### src/rtl/sel_mux_pkg.sv
// ============================================================================
// sel_mux_pkg : shared helpers and parameter checks for the selector pipeline
// Revision    : 1.0
// ============================================================================
`default_nettype none

package sel_mux_pkg;

  // Ceiling log2, floored at 1 so a 2-input selector still gets a 1-bit select.
  function automatic int clog2(input int n);
    int r;
    r = 0;
    for (int i = 0; i < 31; i++) begin
      if ((1 << i) < n) r = i + 1;
    end
    if (r < 1) r = 1;
    return r;
  endfunction

  function automatic int sel_w(input int num_in);
    return clog2(num_in);
  endfunction

  function automatic bit stages_ok(input int stages);
    return (stages == 1) || (stages == 2);
  endfunction

  function automatic bit num_in_ok(input int num_in);
    return (num_in >= 2) && (num_in <= 16);
  endfunction

  function automatic bit default_sel_ok(input int default_sel, input int num_in);
    return (default_sel >= 0) && (default_sel < num_in);
  endfunction

endpackage

`default_nettype wire

### src/rtl/sel_mux_stage.sv
// ============================================================================
// sel_mux_stage : one valid/ready register slice (data + valid, no skid)
// Revision      : 1.0
// ============================================================================
`default_nettype none

module sel_mux_stage #(
  parameter int WIDTH = 3
) (
  input  logic             clk,
  input  logic             rst_n,
  input  logic             in_valid,
  input  logic [WIDTH-1:0] in_data,
  output logic             in_ready,
  output logic             out_valid,
  output logic [WIDTH-1:0] out_data,
  input  logic             out_ready
);

  logic             valid_q;
  logic [WIDTH-1:0] data_q;

  // Accept when empty or when the held item leaves this cycle.
  assign in_ready  = !valid_q || out_ready;
  assign out_valid = valid_q;
  assign out_data  = data_q;

  always_ff @(posedge clk or negedge rst_n) begin
    if (!rst_n) begin
      valid_q <= 1'b0;
      data_q  <= '0;
    end else if (in_ready) begin
      valid_q <= in_valid;
      if (in_valid) data_q <= in_data;
    end
  end

endmodule

`default_nettype wire

### src/rtl/sel_mux_pipe.sv
// ============================================================================
// sel_mux_pipe : registered N:1 selector with latched select, range error
//                pulse and a 1- or 2-stage valid/ready output pipeline
// Revision     : 1.0
// ============================================================================
`default_nettype none

module sel_mux_pipe
  import sel_mux_pkg::*;
#(
  parameter  int WIDTH       = 3,
  parameter  int NUM_IN      = 4,
  parameter  int STAGES      = 1,
  parameter  int DEFAULT_SEL = 0,
  localparam int SEL_W       = sel_w(NUM_IN)
) (
  input  logic                    clk,
  input  logic                    rst_n,
  input  logic [NUM_IN*WIDTH-1:0] din,
  input  logic [SEL_W-1:0]        sel,
  input  logic                    sel_load,
  output logic                    sel_err,
  input  logic                    in_valid,
  output logic                    in_ready,
  output logic [WIDTH-1:0]        dout,
  output logic                    out_valid,
  input  logic                    out_ready
);

  if (!stages_ok(STAGES)) begin : g_bad_stages
    $error("sel_mux_pipe: STAGES must be 1 or 2");
  end
  if (!num_in_ok(NUM_IN)) begin : g_bad_num_in
    $error("sel_mux_pipe: NUM_IN must be in 2..16");
  end
  if (!default_sel_ok(DEFAULT_SEL, NUM_IN)) begin : g_bad_default_sel
    $error("sel_mux_pipe: DEFAULT_SEL must be below NUM_IN");
  end

  logic [SEL_W-1:0] sel_q;
  logic             sel_err_q;
  logic             sel_in_range;
  logic [WIDTH-1:0] slice;

  assign sel_in_range = int'(sel) < NUM_IN;
  assign sel_err      = sel_err_q;

  // A rejected load leaves sel_q alone and raises a single-cycle error.
  always_ff @(posedge clk or negedge rst_n) begin
    if (!rst_n) begin
      sel_q     <= SEL_W'(DEFAULT_SEL);
      sel_err_q <= 1'b0;
    end else begin
      sel_err_q <= sel_load && !sel_in_range;
      if (sel_load && sel_in_range) sel_q <= sel;
    end
  end

  always_comb begin
    slice = '0;
    for (int k = 0; k < NUM_IN; k++) begin
      if (sel_q == SEL_W'(k)) slice = din[k*WIDTH +: WIDTH];
    end
  end

  for (genvar i = 0; i < STAGES; i++) begin : g_stage
    logic             up_valid;
    logic [WIDTH-1:0] up_data;
    logic             up_ready;
    logic             q_valid;
    logic [WIDTH-1:0] q_data;
    logic             dn_ready;

    if (i == 0) begin : g_first
      assign up_valid = in_valid;
      assign up_data  = slice;
    end else begin : g_chain
      assign up_valid = g_stage[i-1].q_valid;
      assign up_data  = g_stage[i-1].q_data;
    end

    if (i == STAGES - 1) begin : g_last
      assign dn_ready = out_ready;
    end else begin : g_inner
      assign dn_ready = g_stage[i+1].up_ready;
    end

    sel_mux_stage #(
      .WIDTH(WIDTH)
    ) u_stage (
      .clk      (clk),
      .rst_n    (rst_n),
      .in_valid (up_valid),
      .in_data  (up_data),
      .in_ready (up_ready),
      .out_valid(q_valid),
      .out_data (q_data),
      .out_ready(dn_ready)
    );
  end

  assign in_ready  = g_stage[0].up_ready;
  assign out_valid = g_stage[STAGES-1].q_valid;
  assign dout      = g_stage[STAGES-1].q_data;

endmodule

`default_nettype wire

### config.mk
export PLATFORM = sky130hd
export DESIGN_NAME = sel_mux_pipe
export DESIGN_NICKNAME = d
export VERILOG_FILES = /design/src/rtl/sel_mux_pkg.sv /design/src/rtl/sel_mux_stage.sv /design/src/rtl/sel_mux_pipe.sv
export SDC_FILE = /design/constraint.sdc
export NUM_CORES = 1
export LEC_CHECK = 0
export ABC_AREA = 0
export BUFFER_PORTS_ARGS = -buffer_cell sky130_fd_sc_hd__buf_2
export CAP_MARGIN = 0
export CORE_AREA = 2 2 39 41
export DETAILED_ROUTE_END_ITERATION = 8
export DIE_AREA = 0 0 41 43
export GPL_TIMING_DRIVEN = 0
export PLACE_DENSITY = 0.6
export RECOVER_POWER = 50
export SETUP_SLACK_MARGIN = 0.4
export SLEW_MARGIN = 0
export SYNTH_ARGS = -nofsm -noshare
export SYNTH_HDL_FRONTEND = slang
export SYNTH_SLANG_ARGS = --single-unit
### constraint.sdc
create_clock -name clk -period 2.5 [get_ports clk]
set_input_delay 0.5 -clock clk [delete_from_list [all_inputs] [get_ports clk]]
set_output_delay 0.5 -clock clk [all_outputs]
set_load 0.02 [all_outputs]
* After elaboration in Yosys (flattened, before gate mapping) *
Cells that the tools add are included.

word-level totals
  register bits after elaboration = 6
  input port bits = 19
  output and inout port bits = 6
  word-level logic and storage cells = 14

cells by class
  equal/unequal tests = 3
  muxes and demuxes = 4
  reduce and logical (&&, ||, !) cells = 4

operator list
  kind                  number
  $mux W3               4
  $eq A2 B2 Y1 const B  2
  $eq A2 B1 Y1 const B  1
  $logic_not A2 Y1      1
  $reduce_and A2 Y1     1
  $logic_not A1 Y1      1
  $logic_or A1 B1 Y1    1

* Logic depth before layout (Yosys ltp) *
Gate-level depths: netlist of the first run.

  depth in word-level cells = 5
  gate-level depth with buffers = 3
  depth with buffers taken out = 3

* By module *
Synthesis of the first run repeated with hierarchy kept, for this count alone.

unflattened totals
  cells, all modules = 19
  area total of the unflattened synthesis = 340.3 um^2

modules (own cells, without submodules)
  module         instances  cells an instance  area each (um^2)  sequential area each (um^2)
  sel_mux_stage  1          10                 177.7             100.1
  sel_mux_pipe   1          9                  162.7             50.0

* Least setup slack after synthesis of the first run *
No wires, ideal clock.

  path kind = input port to flip-flop
  from = input out_ready
  to = register g_stage[0].u_stage.data_q[0]
  library setup time = 0.125 ns
  arrival time = 1.242 ns
  data required time = 2.375 ns
  path slack = 1.133 ns
  stages on the path = 3
  cell sequence = nand2b_1 nand2_1 mux2_2

on the way
  word-level cells in the longest chain between the ends = 2

RTL lines
  what                                line                 text
  start: declaration                  sel_mux_pipe.sv:27   input logic out_ready
  $logic_or A1 B1 Y1                  sel_mux_stage.sv:24  assign in_ready = !valid_q || out_ready;
  $reduce_and A2 Y1 (no source line)  n/a
  end signal: assignment              sel_mux_stage.sv:34  if (in_valid) data_q <= in_data;
  end: declaration                    sel_mux_stage.sv:21  logic [WIDTH-1:0] data_q;

No other way between the ends.
A chain may end at the register's enable or synchronous reset.

* Final worst setup path of the first run *
  from = input out_ready
  to = output in_ready

on the way
  word-level cells in the longest chain between the ends = 1

RTL lines
  what                line                 text
  $logic_or A1 B1 Y1  sel_mux_stage.sv:24
  end: declaration    sel_mux_pipe.sv:24   output logic in_ready,

No other way between the ends.

==> impl_metrics.env, run 1 <==
export IMPL_required_ns=2.00
export IMPL_fin_setup_tns_ns=0
export IMPL_htree_levels=1
export IMPL_first_pass_iters=1
export IMPL_hpwl_um=629
export IMPL_postSynthAreaPerCell_um2=15.9
export IMPL_drc=0
export IMPL_hold_viol=0
export IMPL_synth_top_area_cell="dfrtp_1"
export IMPL_slew_violations=0
export IMPL_area_delta_synth_final_pct=51.9
export IMPL_critical_path_arrival_ns=0.91
export IMPL_synth_top_cell_area_share=0.498
export IMPL_post_place_ws_ns=1.04
export IMPL_die_width_um=41
export IMPL_post_route_period_util=0.565
export IMPL_fin_ws_ns=1.09
export IMPL_dieHeight_um=43
export IMPL_wirelength_um=686
export IMPL_setup_worst_path_start_class="input pin"
export IMPL_wl_per_cell_um=11.2
export IMPL_dieArea_um2=1760
export IMPL_ys_seq_area_frac=0.498
export IMPL_outcome="finished, final reports clean"
export IMPL_yosysWarningCount=0
export IMPL_antenna_found_initial=0
export IMPL_tritoncts="yes"
export IMPL_syn_area_um2=302
export IMPL_cellPowerDensity_nw_per_um2=639
export IMPL_instances_no_fill=61
export IMPL_std_cell_rows=14
export IMPL_crit_path_end_kind="primary output"
export IMPL_grt_max_degree=7
export IMPL_netlist_instances=19
export IMPL_fmax_mhz=708
export IMPL_fin_util=0.331
export IMPL_setup_viol=0
export IMPL_mostFrequentLayoutCells="buf_2 (22), dfrtp_1 (6), mux2_2 (5)"
export IMPL_grt_pass1_vias=268
export IMPL_maxCapViolCount=0
export IMPL_critPathMaxFanout=3
export IMPL_holdWs_ns=0.132
export IMPL_io_buffers=23
export IMPL_insertion_delay_ns=0.23
export IMPL_rsz0062_at_grt="false"
export IMPL_postCtsSetupRepairBufs=0
export IMPL_grt_first_pass_wirelength_mm=1.08
export IMPL_drive_gt1_frac=0.756
export IMPL_core_area_um2=1380
export IMPL_cts_path_max_buffers=2
export IMPL_ir_drop_mv=0.202
export IMPL_ys_seq_elements=6
export IMPL_multi_input_area_um2=144
export IMPL_clock_sinks=6
export IMPL_antennaDiodeCount=0
export IMPL_p_leak_nw=0.226
export IMPL_clockRootBuffer="clkbuf_4"
export IMPL_cts_hold_fix_buffers=0
export IMPL_gp_congestion=0.710
export IMPL_antenna_left=0
export IMPL_grt_overflow=0
export IMPL_cts_inserted_buffers=3
export IMPL_synth_area_top_cells="dfrtp_1 (50%), mux4_2 (22%), mux2_2 (19%), nand2b_1 (4.1%), buf_4 (2.5%)"
export IMPL_viasPerCell=4.49
export IMPL_final_common_cell="buf_2"
export IMPL_clock_skew_ns=0.00217
export IMPL_cts_resized=0
export IMPL_clkTransAtPathRegs_ns=0.05
export IMPL_ys_types=7
export IMPL_grt_total_usage=0.0976
export IMPL_fin_crit_ns=1.41
export IMPL_synth_nets=38
export IMPL_num_vias=274
export IMPL_nFillCells=151
export IMPL_start_util=0.218
export IMPL_regArea_um2=150
export IMPL_io_pins=25
export IMPL_final_nets=66
export IMPL_drt_iter0_markers=0
export IMPL_dp_cells=58
export IMPL_crit_type="in -> out"
export IMPL_hold_class="in -> async"
## worst paths after layout
| path | endpoint | cells past startpoint | start | slack, ns |
|---|---|---|---|---|
| setup / recovery | in_ready | 3 | out_ready | 1.09 |
| hold / removal | g_stage[0].u_stage.out_data[0] | 1 | rst_n | 0.13 |
| setup reg to reg | g_stage[0].u_stage.out_data[2] | 2 | sel_q[0] | 1.11 |
| hold reg to reg | g_stage[0].u_stage.out_data[2] | 1 | g_stage[0].u_stage.out_data[2] | 0.50 |
| max in group asynchronous | sel_q[0] | 1 | rst_n | 2.12 |
| min in group clk | g_stage[0].u_stage.out_valid | 2 | in_valid | 0.48 |
## logic make-up after synthesis
| kind of cell | count (synthesis) | synth area share |
|---|---|---|
| other | 1 | 0.0124 |
| muxes | 8 | 0.411 |
| buffers and inverters | 1 | 0.0249 |
| DFF | 6 | 0.498 |
| and+or+nand+nor | 3 | 0.0539 |
## cell type report
class | instances | share of cell area
buffer | 1 | 0.0164
sequential | 6 | 0.328
multi-input combinational | 12 | 0.314
clock buffer | 3 | 0.0492
timing repair buffer | 23 | 0.249
tap | 16 | 0.0437
## through the flow
step / power (mW) / instance area [um2]
after floorplan: 0.175 / 302
after CTS: 0.300 / 459
after detailed placement: 0.211 / 437
final: 0.293 / 458
after global routing: 0.316 / 458
after global placement: 0.208 / 437
## registers in the layout (all words and copies together) (netlist names)
signal,cells
g_stage.u_stage.out_valid,1
g_stage.u_stage.out_data,3
sel_q,2
## routing by layer
layer | global-route usage | share of wire
met3 | 0.0576 | 0.16
met1 | 0.124 | 0.39
met2 | 0.131 | 0.44
met4 | 0.0400 | 0.0058
met5 | 0 | 0
## worst max-delay path, stage by stage
cell,delay [ns]
buf_2,0.09
nand2b_1,0.15
buf_2,0.17
## cells in the mapped netlist
cell type and count:
buf_4 1, dfrtp_1 6, mux4_2 3, nand2b_1 2, conb_1 1, nand2_1 1, mux2_2 5
## report_power, final
| part | internal (mW) | switching (mW) | total [mW] |
|---|---|---|---|
| clock network | 0.0541 | 0.0312 | 0.0853 |
| logic | 0.0448 | 0.0378 | 0.0826 |
| registers | 0.114 | 0.0111 | 0.125 |
| total | 0.213 | 0.0801 | 0.293 |
Power figures use the tool's default switching activity.
==> inputs of run 2 (changes only) <==
PLACE_DENSITY = 0.62   (was 0.6)
clock period = 1.2 ns   (was 2.5 ns; I/O delays follow)
==> impl_metrics.env, run 2 (synthesis gave the netlist of run 1 again) <==
export IMPL_path_delay_family="multiplexers"
export IMPL_gp_congestion=0.750
export IMPL_fin_ws_ns=-0.112
export IMPL_fin_crit_ns=1.31
export IMPL_wl_per_cell_um=11.6
export IMPL_p_leak_nw=0.275
export IMPL_grt_pass1_vias=298
export IMPL_maxCapViolCount=0
export IMPL_hold_class="in -> reg"
export IMPL_fin_util=0.395
export IMPL_antenna_left=0
export IMPL_clkTransAtPathRegs_ns=0.05
export IMPL_outcome="finished, violations left"
export IMPL_core_area_um2=1380
export IMPL_required_ns=1.33
export IMPL_crit_path_end_kind="register"
export IMPL_insertion_delay_ns=0.25
export IMPL_drc=0
export IMPL_fin_setup_tns_ns=-0.312
export IMPL_cts_path_max_buffers=2
export IMPL_final_area_um2=547
export IMPL_area_delta_synth_final_pct=81.3
export IMPL_cp_cell_sequence="mux4_2 -> mux2_2"
export IMPL_final_common_cell="buf_2"
export IMPL_clockRootBuffer="clkbuf_4"
export IMPL_die_width_um=41
export IMPL_antennaDiodeCount=0
export IMPL_critPathMaxFanout=4
export IMPL_drt_iter0_markers=8
export IMPL_wirelength_um=768
export IMPL_num_vias=270
export IMPL_ir_drop_mv=0.399
export IMPL_m1WireLength_um=304
export IMPL_cpMaxStageDelayCell="mux4_2"
export IMPL_place_area_um2=445
export IMPL_grt_overflow=0
export IMPL_hold_viol=0
export IMPL_tritoncts="yes"
export IMPL_cellPowerDensity_nw_per_um2=1350
export IMPL_mostFrequentLayoutCells="buf_2 (17), buf_6 (5), buf_4 (4), dfrtp_1 (4)"
export IMPL_final_nets=70
export IMPL_wl_met3_um=109
export IMPL_dieHeight_um=43
export IMPL_start_util=0.218
export IMPL_post_route_period_util=1.09
export IMPL_dp_cells=58
export IMPL_htree_levels=1
export IMPL_wl_met2_um=350
export IMPL_crit_type="reg -> reg"
export IMPL_drive_gt1_frac=0.800
export IMPL_dieArea_um2=1760
export IMPL_fmax_mhz=762
export IMPL_highest_layer="met4"
export IMPL_slew_violations=0
export IMPL_crit_buf_inv=0
export IMPL_post_place_ws_ns=-0.144
export IMPL_viasPerCell=4.09
export IMPL_p_total_mw=0.736
export IMPL_grt_total_usage=0.105
export IMPL_antenna_found_initial=0
export IMPL_std_cell_rows=14
export IMPL_critical_path_arrival_ns=1.44
export IMPL_slowest_delay_ns=0.51
export IMPL_io_buffers=23
export IMPL_clock_sinks=6
export IMPL_grt_max_degree=7
export IMPL_setup_worst_path_start_class="register"
export IMPL_grt_first_pass_wirelength_mm=1.14
export IMPL_regArea_um2=153
export IMPL_first_pass_iters=4
export IMPL_setup_viol=3
export IMPL_violations="setup timing"
export IMPL_largest_reg_flops=3
export IMPL_clock_skew_ns=0.00622
export IMPL_multi_input_area_um2=163
export IMPL_cts_inserted_buffers=3
export IMPL_nFillCells=129
export IMPL_rsz0062_at_grt="true"
export IMPL_instances_no_fill=66
export IMPL_io_pins=25
export IMPL_holdWs_ns=0.199
[run 2: cell types whose count changed in the layout (fill, tap and decap cells not counted), moves of 2 or more]
cell / change
buf_4: +3
buf_2: -5
buf_6: +5
dfrtp_1: -2
mux2_4: +3
dfrtp_2: +2
mux2_2: -3
[run 2: what timing repair did]
item / in CTS / in global routing
endpoints found under the setup margin: 10 / 10
hold endpoints to repair: 6 / 0
pin swaps: 0 / 0
gates resized for setup: 13 / 1
setup buffers: 1 / 2
hold buffers: 1 / 0
[run 2: routing by layer]
layer  vias up  track usage
met5         -            0
met4         0       0.0800
met3         2       0.0576
met2        26        0.150
met1       112        0.107
li1        130            -
[run 2: path summary, 6_finish.rpt]
check	to	slack [ns]	depth (start not counted)	startpoint
setup / recovery	g_stage[0].u_stage.out_data[1]	-0.11	2	sel_q[0]
max in group asynchronous	sel_q[0]	0.54	2	rst_n
hold / removal	g_stage[0].u_stage.out_valid	0.20	2	in_valid
hold reg to reg	g_stage[0].u_stage.out_valid	0.55	2	g_stage[0].u_stage.out_valid
min in group asynchronous	g_stage[0].u_stage.out_data[2]	0.39	2	rst_n
setup reg to reg	g_stage[0].u_stage.out_data[1]	-0.11	2	sel_q[0]
[run 2: area by class of cell]
class                           instances  area share
Buffer                                  1      0.0137
Clock buffer                            4      0.0481
Multi-Input combinational cell         12       0.297
Sequential cell                         6       0.279
Tap cell                               16      0.0366
Timing Repair Buffer                   27       0.325
[run 2: report_power, final]
group	internal (mW)	switching [mW]
Clock	0.126	0.0789
Combinational	0.172	0.0892
Sequential	0.238	0.0312
